<file path="config.mk">
export PLATFORM = sky130hd
export DESIGN_NAME = serial_adder_ctrl_flat
export DESIGN_NICKNAME = d
export VERILOG_FILES = /design/src/rtl/serial_adder_ctrl_if.sv /design/src/rtl/serial_adder_ctrl.sv /design/src/flat_wrapper.sv
export SDC_FILE = /design/constraint.sdc
export NUM_CORES = 1
export LEC_CHECK = 0
export ABC_AREA = 1
export BUFFER_PORTS_ARGS = -buffer_cell sky130_fd_sc_hd__buf_2
export CORE_AREA = 3 3 59 74
export CTS_BUF_LIST = sky130_fd_sc_hd__clkbuf_2 sky130_fd_sc_hd__clkbuf_4 sky130_fd_sc_hd__clkbuf_8
export DETAILED_ROUTE_END_ITERATION = 16
export DIE_AREA = 0 0 62 77
export GPL_TIMING_DRIVEN = 0
export PLACE_DENSITY = 0.66
export SLEW_MARGIN = 30
export SYNTH_ARGS = -nofsm -noshare
export SYNTH_HDL_FRONTEND = slang
export SYNTH_SLANG_ARGS = --single-unit
</file>
<file path="constraint.sdc">
create_clock -name clk -period 1.8 [get_ports clk]
set_clock_uncertainty 0.2 [all_clocks]
set_input_delay 0.27 -clock clk [delete_from_list [all_inputs] [get_ports clk]]
set_output_delay 0.27 -clock clk [all_outputs]
set_load 0.05 [all_outputs]
</file>
<file path="src/rtl/serial_adder_ctrl_if.sv">
// Bundle between a serial add/subtract requester, the controller and the
// external shared 1-bit full adder.
interface serial_adder_ctrl_if #(
  parameter int WIDTH = 8
);
  logic             start;
  logic             sub;
  logic [WIDTH-1:0] op_a;
  logic [WIDTH-1:0] op_b;
  logic             fa_sum;
  logic             fa_cout;
  logic             fa_a;
  logic             fa_b;
  logic             fa_cin;
  logic             busy;
  logic             done;
  logic [WIDTH-1:0] result;
  logic             cout;
  logic             ovf;

  // The master side is the environment: requester plus the full adder cell.
  modport master (
    output start, sub, op_a, op_b, fa_sum, fa_cout,
    input  fa_a, fa_b, fa_cin, busy, done, result, cout, ovf
  );

  modport slave (
    input  start, sub, op_a, op_b, fa_sum, fa_cout,
    output fa_a, fa_b, fa_cin, busy, done, result, cout, ovf
  );
endinterface

</file>
<file path="src/rtl/serial_adder_ctrl.sv">
// Bit-serial WIDTH-bit two's-complement add/subtract controller that time-shares
// one external 1-bit full adder, LSB first, one bit per clock.
module serial_adder_ctrl #(
  parameter int WIDTH = 8
) (
  input  logic                clk,
  input  logic                rst,
  serial_adder_ctrl_if.slave  bus
);
  localparam int CW = (WIDTH > 1) ? $clog2(WIDTH) : 1;

  typedef enum logic [1:0] {IDLE, RUN, FIN} state_t;

  state_t           state_q,  state_d;
  logic [WIDTH-1:0] a_sr_q,   a_sr_d;
  logic [WIDTH-1:0] b_sr_q,   b_sr_d;
  logic             carry_q,  carry_d;
  logic [CW-1:0]    cnt_q,    cnt_d;
  logic [WIDTH-1:0] result_q, result_d;
  logic             cout_q,   cout_d;
  logic             ovf_q,    ovf_d;
  logic             busy_q,   busy_d;
  logic             done_q,   done_d;

  always_comb begin
    state_d  = state_q;
    a_sr_d   = a_sr_q;
    b_sr_d   = b_sr_q;
    carry_d  = carry_q;
    cnt_d    = cnt_q;
    result_d = result_q;
    cout_d   = cout_q;
    ovf_d    = ovf_q;
    busy_d   = busy_q;
    done_d   = 1'b0;
    case (state_q)
      IDLE: begin
        if (bus.start) begin
          // Subtraction is A + ~B + 1: invert B and seed the carry with 1.
          a_sr_d   = bus.op_a;
          b_sr_d   = bus.sub ? ~bus.op_b : bus.op_b;
          carry_d  = bus.sub;
          cnt_d    = '0;
          result_d = '0;
          cout_d   = 1'b0;
          ovf_d    = 1'b0;
          busy_d   = 1'b1;
          state_d  = RUN;
        end
      end
      RUN: begin
        result_d = {bus.fa_sum, result_q[WIDTH-1:1]};
        carry_d  = bus.fa_cout;
        a_sr_d   = a_sr_q >> 1;
        b_sr_d   = b_sr_q >> 1;
        cnt_d    = cnt_q + CW'(1);
        if (cnt_q == CW'(WIDTH - 1)) begin
          // carry_q here is the carry into the MSB position.
          ovf_d   = carry_q ^ bus.fa_cout;
          cout_d  = bus.fa_cout;
          done_d  = 1'b1;
          state_d = FIN;
        end
      end
      FIN: begin
        busy_d  = 1'b0;
        state_d = IDLE;
      end
      default: begin
        busy_d  = 1'b0;
        state_d = IDLE;
      end
    endcase
  end

  always_ff @(posedge clk or posedge rst) begin
    if (rst) begin
      state_q  <= IDLE;
      a_sr_q   <= '0;
      b_sr_q   <= '0;
      carry_q  <= 1'b0;
      cnt_q    <= '0;
      result_q <= '0;
      cout_q   <= 1'b0;
      ovf_q    <= 1'b0;
      busy_q   <= 1'b0;
      done_q   <= 1'b0;
    end else begin
      state_q  <= state_d;
      a_sr_q   <= a_sr_d;
      b_sr_q   <= b_sr_d;
      carry_q  <= carry_d;
      cnt_q    <= cnt_d;
      result_q <= result_d;
      cout_q   <= cout_d;
      ovf_q    <= ovf_d;
      busy_q   <= busy_d;
      done_q   <= done_d;
    end
  end

  // Full adder inputs are forced low outside RUN so the shared cell sees no activity.
  assign bus.fa_a   = (state_q == RUN) & a_sr_q[0];
  assign bus.fa_b   = (state_q == RUN) & b_sr_q[0];
  assign bus.fa_cin = (state_q == RUN) & carry_q;

  assign bus.busy   = busy_q;
  assign bus.done   = done_q;
  assign bus.result = result_q;
  assign bus.cout   = cout_q;
  assign bus.ovf    = ovf_q;
endmodule
</file>
<file path="src/flat_wrapper.sv">
// flat-port wrapper written by rule: the top's interface ports become plain ports
module serial_adder_ctrl_flat 
#(
  parameter int WIDTH = 8
)
  (clk, rst, bus_start, bus_sub, bus_op_a, bus_op_b, bus_fa_sum, bus_fa_cout, bus_fa_a, bus_fa_b, bus_fa_cin, bus_busy, bus_done, bus_result, bus_cout, bus_ovf);
  serial_adder_ctrl_if #(.WIDTH(WIDTH)) bus_i ();
  input  logic clk;
  input  logic rst;
  input wire logic [$bits(bus_i.start)-1:0] bus_start;
  input wire logic [$bits(bus_i.sub)-1:0] bus_sub;
  input wire logic [$bits(bus_i.op_a)-1:0] bus_op_a;
  input wire logic [$bits(bus_i.op_b)-1:0] bus_op_b;
  input wire logic [$bits(bus_i.fa_sum)-1:0] bus_fa_sum;
  input wire logic [$bits(bus_i.fa_cout)-1:0] bus_fa_cout;
  output wire logic [$bits(bus_i.fa_a)-1:0] bus_fa_a;
  output wire logic [$bits(bus_i.fa_b)-1:0] bus_fa_b;
  output wire logic [$bits(bus_i.fa_cin)-1:0] bus_fa_cin;
  output wire logic [$bits(bus_i.busy)-1:0] bus_busy;
  output wire logic [$bits(bus_i.done)-1:0] bus_done;
  output wire logic [$bits(bus_i.result)-1:0] bus_result;
  output wire logic [$bits(bus_i.cout)-1:0] bus_cout;
  output wire logic [$bits(bus_i.ovf)-1:0] bus_ovf;
  assign bus_i.start = bus_start;
  assign bus_i.sub = bus_sub;
  assign bus_i.op_a = bus_op_a;
  assign bus_i.op_b = bus_op_b;
  assign bus_i.fa_sum = bus_fa_sum;
  assign bus_i.fa_cout = bus_fa_cout;
  assign bus_fa_a = bus_i.fa_a;
  assign bus_fa_b = bus_i.fa_b;
  assign bus_fa_cin = bus_i.fa_cin;
  assign bus_busy = bus_i.busy;
  assign bus_done = bus_i.done;
  assign bus_result = bus_i.result;
  assign bus_cout = bus_i.cout;
  assign bus_ovf = bus_i.ovf;
  serial_adder_ctrl #(.WIDTH(WIDTH)) u_core (.clk(clk), .rst(rst), .bus(bus_i));
endmodule
</file>
Yosys cells after proc, flatten, opt, wreduce, memory -nomap -nowiden --
Cells that the tools add are included.
Cells by class: add/subtract/negate cells 1, equal/unequal tests 4, multiplexer cells 23, bitwise gates (word level) 6, reductions and logical operators 6
Operators by type and width (number):
- 8-bit one-hot mux with 2 select lines | 3
- 8-bit two-way mux | 4
- 8-bit NOT | 1
- 1-bit one-hot mux with 2 select lines | 4
- 1-bit two-way mux | 7
- 3-bit one-hot mux with 2 select lines | 1
- 2-bit AND reduction | 3
- 2-bit two-way mux | 2
- 2-bit one-hot mux with 2 select lines | 1
- 3-bit by 1-bit adder with 3-bit output, second input constant | 1
- 1-bit bitwise AND | 3
- 3-bit == test, second input constant | 1
- 3-bit two-way mux | 1
- 3-bit AND reduction | 1
- 2-bit by 1-bit == test with 1-bit output, second input constant | 1
- 2-bit logical NOT | 1
- 2-bit by 1-bit inequality test with 1-bit output, second input constant | 1
- 2-bit inequality test, second input constant | 1
- 2-bit nonzero test | 1
- 1-bit NOT | 1
- 1-bit bitwise XOR | 1
Word-level totals: register bits 34, output and inout bits 15, logic and storage cells 50

Logic depth before layout (Yosys ltp) --
depth in word-level cells 4, mapped depth 7, gate-level depth less buffers 6

Least setup slack after synthesis --
No wires, ideal clock.
path kind register to output, from register u_core.state_q[1], to output bus_fa_a, arrival 1.361 ns, slack -0.031 ns, cell stages (with the launch flop) 5, cell sequence dfrtp_1 inv_2 nand2_2 buf_2 nor2_1
Between the ends: word-level cells in the longest chain between the ends 2
Ends and longest elaborated chain:
- from (decl) | RTL line serial_adder_ctrl.sv:14 | state_t state_q, state_d;
- from (signal assigned) | RTL line serial_adder_ctrl.sv:89 | state_q <= state_d;
- 2-bit by 1-bit == test with 1-bit output | RTL line serial_adder_ctrl.sv:103 | assign bus.fa_a = (state_q == RUN) & a_sr_q[0];
- 1-bit bitwise AND | RTL line serial_adder_ctrl.sv:103
- to (decl) | RTL line flat_wrapper.sv:16 | output wire logic [$bits(bus_i.fa_a)-1:0] bus_fa_a;
Every way passes these cells.

Worst setup path after layout --
from register u_core.state_q[1], to output bus_fa_cin
Between the ends: word-level cells in the longest chain between the ends 2
Ends and longest elaborated chain:
- 2-bit by 1-bit == test with 1-bit output | RTL line serial_adder_ctrl.sv:105 | assign bus.fa_cin = (state_q == RUN) & carry_q;
- 1-bit bitwise AND | RTL line serial_adder_ctrl.sv:105
- to (decl) | RTL line flat_wrapper.sv:18 | output wire logic [$bits(bus_i.fa_cin)-1:0] bus_fa_cin;
Every way passes these cells.

==> flow_summary.json <==
{
  "hold_class": "in -> reg",
  "die_width_um": 62,
  "relSlewSlack_pct": 54.5,
  "numCtsBuffers": 5,
  "reg2reg_to": "u_core.bus.ovf$_DFFE_PP0P_",
  "die_y_um": 77,
  "ir_drop_uv": 724,
  "grt_remaining_overflow": 0,
  "finalHoldViolCount": 0,
  "synth_area_leaders": "dfrtp_1 52%, nand2_1 17%, nand3_1 10%",
  "fin_tns_setup_ns": 0,
  "final_cell_mix": "75 x nand2_1, 37 x buf_2, 34 x dfrtp_1",
  "synth_seq_cells": 34,
  "setup-violations-final": 0,
  "p_total_mw": 3.79,
  "power.leakage_nw": 1.16,
  "fin_util_pct": 54.4,
  "syn_nets": 233,
  "cts_tree": "yes",
  "ios": 37,
  "grt_pass1_vias": 1375,
  "hold_end": "u_core.a_sr_q[2]$_DFFE_PP0P_",
  "cp.arrival_ns": 1.24,
  "worst_slew_pin_slew_ns": 0.682,
  "core_um2": 3780,
  "postCtsSetupRepairBufs": 0,
  "dr.pass1.iters": 2,
  "status": "completed",
  "netlist.top_cell.by_area": "dfrtp_1",
  "synth_area_um2": 1650,
  "ys_types": 18,
  "rsz0062_at_grt": "false",
  "worstSetupEndpointType": "output pin",
  "max-cap-violations": 0,
  "pre_cts_slack_ns": 0.192,
  "wl_per_cell_um": 11.5,
  "worstHoldStart": "bus_op_a[2]",
  "synthCells": 209,
  "gp_congestion": 0.770,
  "drive_above_1_share_pct": 25.3,
  "layout_commonest_cell": "nand2_1",
  "drt_iter0_markers": 46,
  "placementRows": 25,
  "port_buffers": 34,
  "nets": 276,
  "crit_fanout": 14,
  "start_util_pct": 43.6,
  "critPathRequiredTime_ns": 1.33,
  "synth_top_area_share_pct": 51.5,
  "max_freq_ghz": 0.586,
  "cts.htree.levels": 2,
  "antenna_found_initial": 0,
  "power.density_nw_per_um2": 1840,
  "avgViaCountPerCell": 4.56,
  "yosys_warnings": 0,
  "drc_errors": 0,
  "avgSynthCellArea_um2": 7.90,
  "die_area_um2": 4770,
  "cts.clk_slew.worst_paths_ns": 0.07,
  "finalMaxSlewViolations": 0,
  "clockBufferDepth": 2,
  "groute.usage.overall_pct": 16.3,
  "reg2reg_from": "u_core.cnt_q[0]$_DFFE_PP0P_",
  "synthToLayoutAreaGrowth_pct": 24.7,
  "drt-total-wl_um": 3520,
  "insertion_delay_ns": 0.28,
  "period_share_pct": 94.8,
  "antenna_cells": 0,
  "setup_ws_ns": 0.0938,
  "grt_max_degree": 35,
  "grt_first_pass_wirelength_um": 6040,
  "route.vias.total": 1400,
  "crit_type": "reg -> out",
  "cts.sink_count": 34,
  "final_antenna_net_count": 0,
  "fin_crit_ns": 1.71,
  "hold_depth": 5,
  "dp_hpwl_um": 2490,
  "worst-r2r-cell-count": 6,
  "start_kind": "flop",
  "cts_root_buf": "clkbuf_8",
  "seq_area_frac_synth_pct": 51.5,
  "r2r_slack_ns": 0.30
}
[per-stage QoR]
stage	hold slack, ns	cells	area (µm²)
final	0.0681	307	2060
after global routing	0.0967	307	2060
after CTS	0.0656	307	2050
after detailed placement	0.217	297	1890
after global placement	0.268	297	1890
after floorplan	0.180	209	1650
[logic make-up (layout without fill, tap and decap cells)]
group	count (synthesis)	count (layout)	synth area share (%)
simple gates	128	128	33.8
xor+xnor	1	1	0.530
buf+inv	34	78	9.17
compound gates	10	10	3.49
flops	34	34	51.5
fa+ha+maj	2	2	1.51
[layer usage]
layer | wire, µm | global-route usage [%]
met2 | 1690 | 26.9
met5 | 0 | 0
met1 | 1640 | 21.0
met3 | 167 | 3.87
met4 | 27 | 3.82
[critical path, cell delays in order (launching register included)]
cell and delay, ns:
dfrtp_1 0.41, inv_2 0.12, nand2_4 0.13, nor2_2 0.13, buf_6 0.17
[state kept, by name, indices dropped and copies added (netlist names)]
signal / flops
u_core.a_sr_q: 8
u_core.b_sr_q: 8
u_core.bus.result: 8
u_core.cnt_q: 3
u_core.state_q: 2
u_core.bus.busy: 1
u_core.bus.cout: 1
u_core.bus.done: 1
u_core.bus.ovf: 1
u_core.carry_q: 1
[worst max path at each step]
| stage | to | cells past startpoint | from |
|---|---|---|---|
| finish | bus_fa_cin | 4 | u_core.state_q[1]$_DFFE_PP0P_ |
| global route | bus_fa_cin | 4 | u_core.state_q[1]$_DFFE_PP0P_ |
| CTS | bus_fa_a | 4 | u_core.state_q[1]$_DFFE_PP0P_ |
| detailed placement | bus_fa_cin | 5 | u_core.state_q[1]$_DFFE_PP0P_ |
| global placement | u_core.bus.done$_DFF_PP0_ | 2 | rst |
| floorplan | bus_fa_a | 4 | u_core.state_q[1]$_DFFE_PP0P_ |
[where the power goes]
part           internal (mW)  switching, mW
Combinational          0.550           1.27
Sequential              1.08          0.182
Clock                  0.444          0.262
[cells in the mapped netlist]
cell type,count
nand2_1,75
dfrtp_1,34
nand3_1,33
inv_1,20
nor2_1,8
buf_2,7
nand4_1,7
o21ai_1,6
buf_4,4
inv_2,3
o22ai_1,3
ha_1,2
nand2_2,2
a21oi_2,1
nand2_4,1
nand3b_1,1
nor2_2,1
xnor2_1,1
[final cells by class]
type                    count  area (µm²)
plain buffers              10        60.1
clock buffers               7        83.8
clock inverters             1        30.0
fillers                   354        1730
inverters                  23        86.3
multi-input cells         141         662
flip-flops and latches     34         851
well taps                  54        67.6
repair buffers             37         219
[repair_timing]
item	in CTS	in global routing
resized for setup	7	3
endpoints found under the setup margin	3	2
endpoints found under the hold margin	36	0
pin swaps	0	0
gates cloned	0	0
hold buffers	3	0
Power figures use the tool's default switching activity.
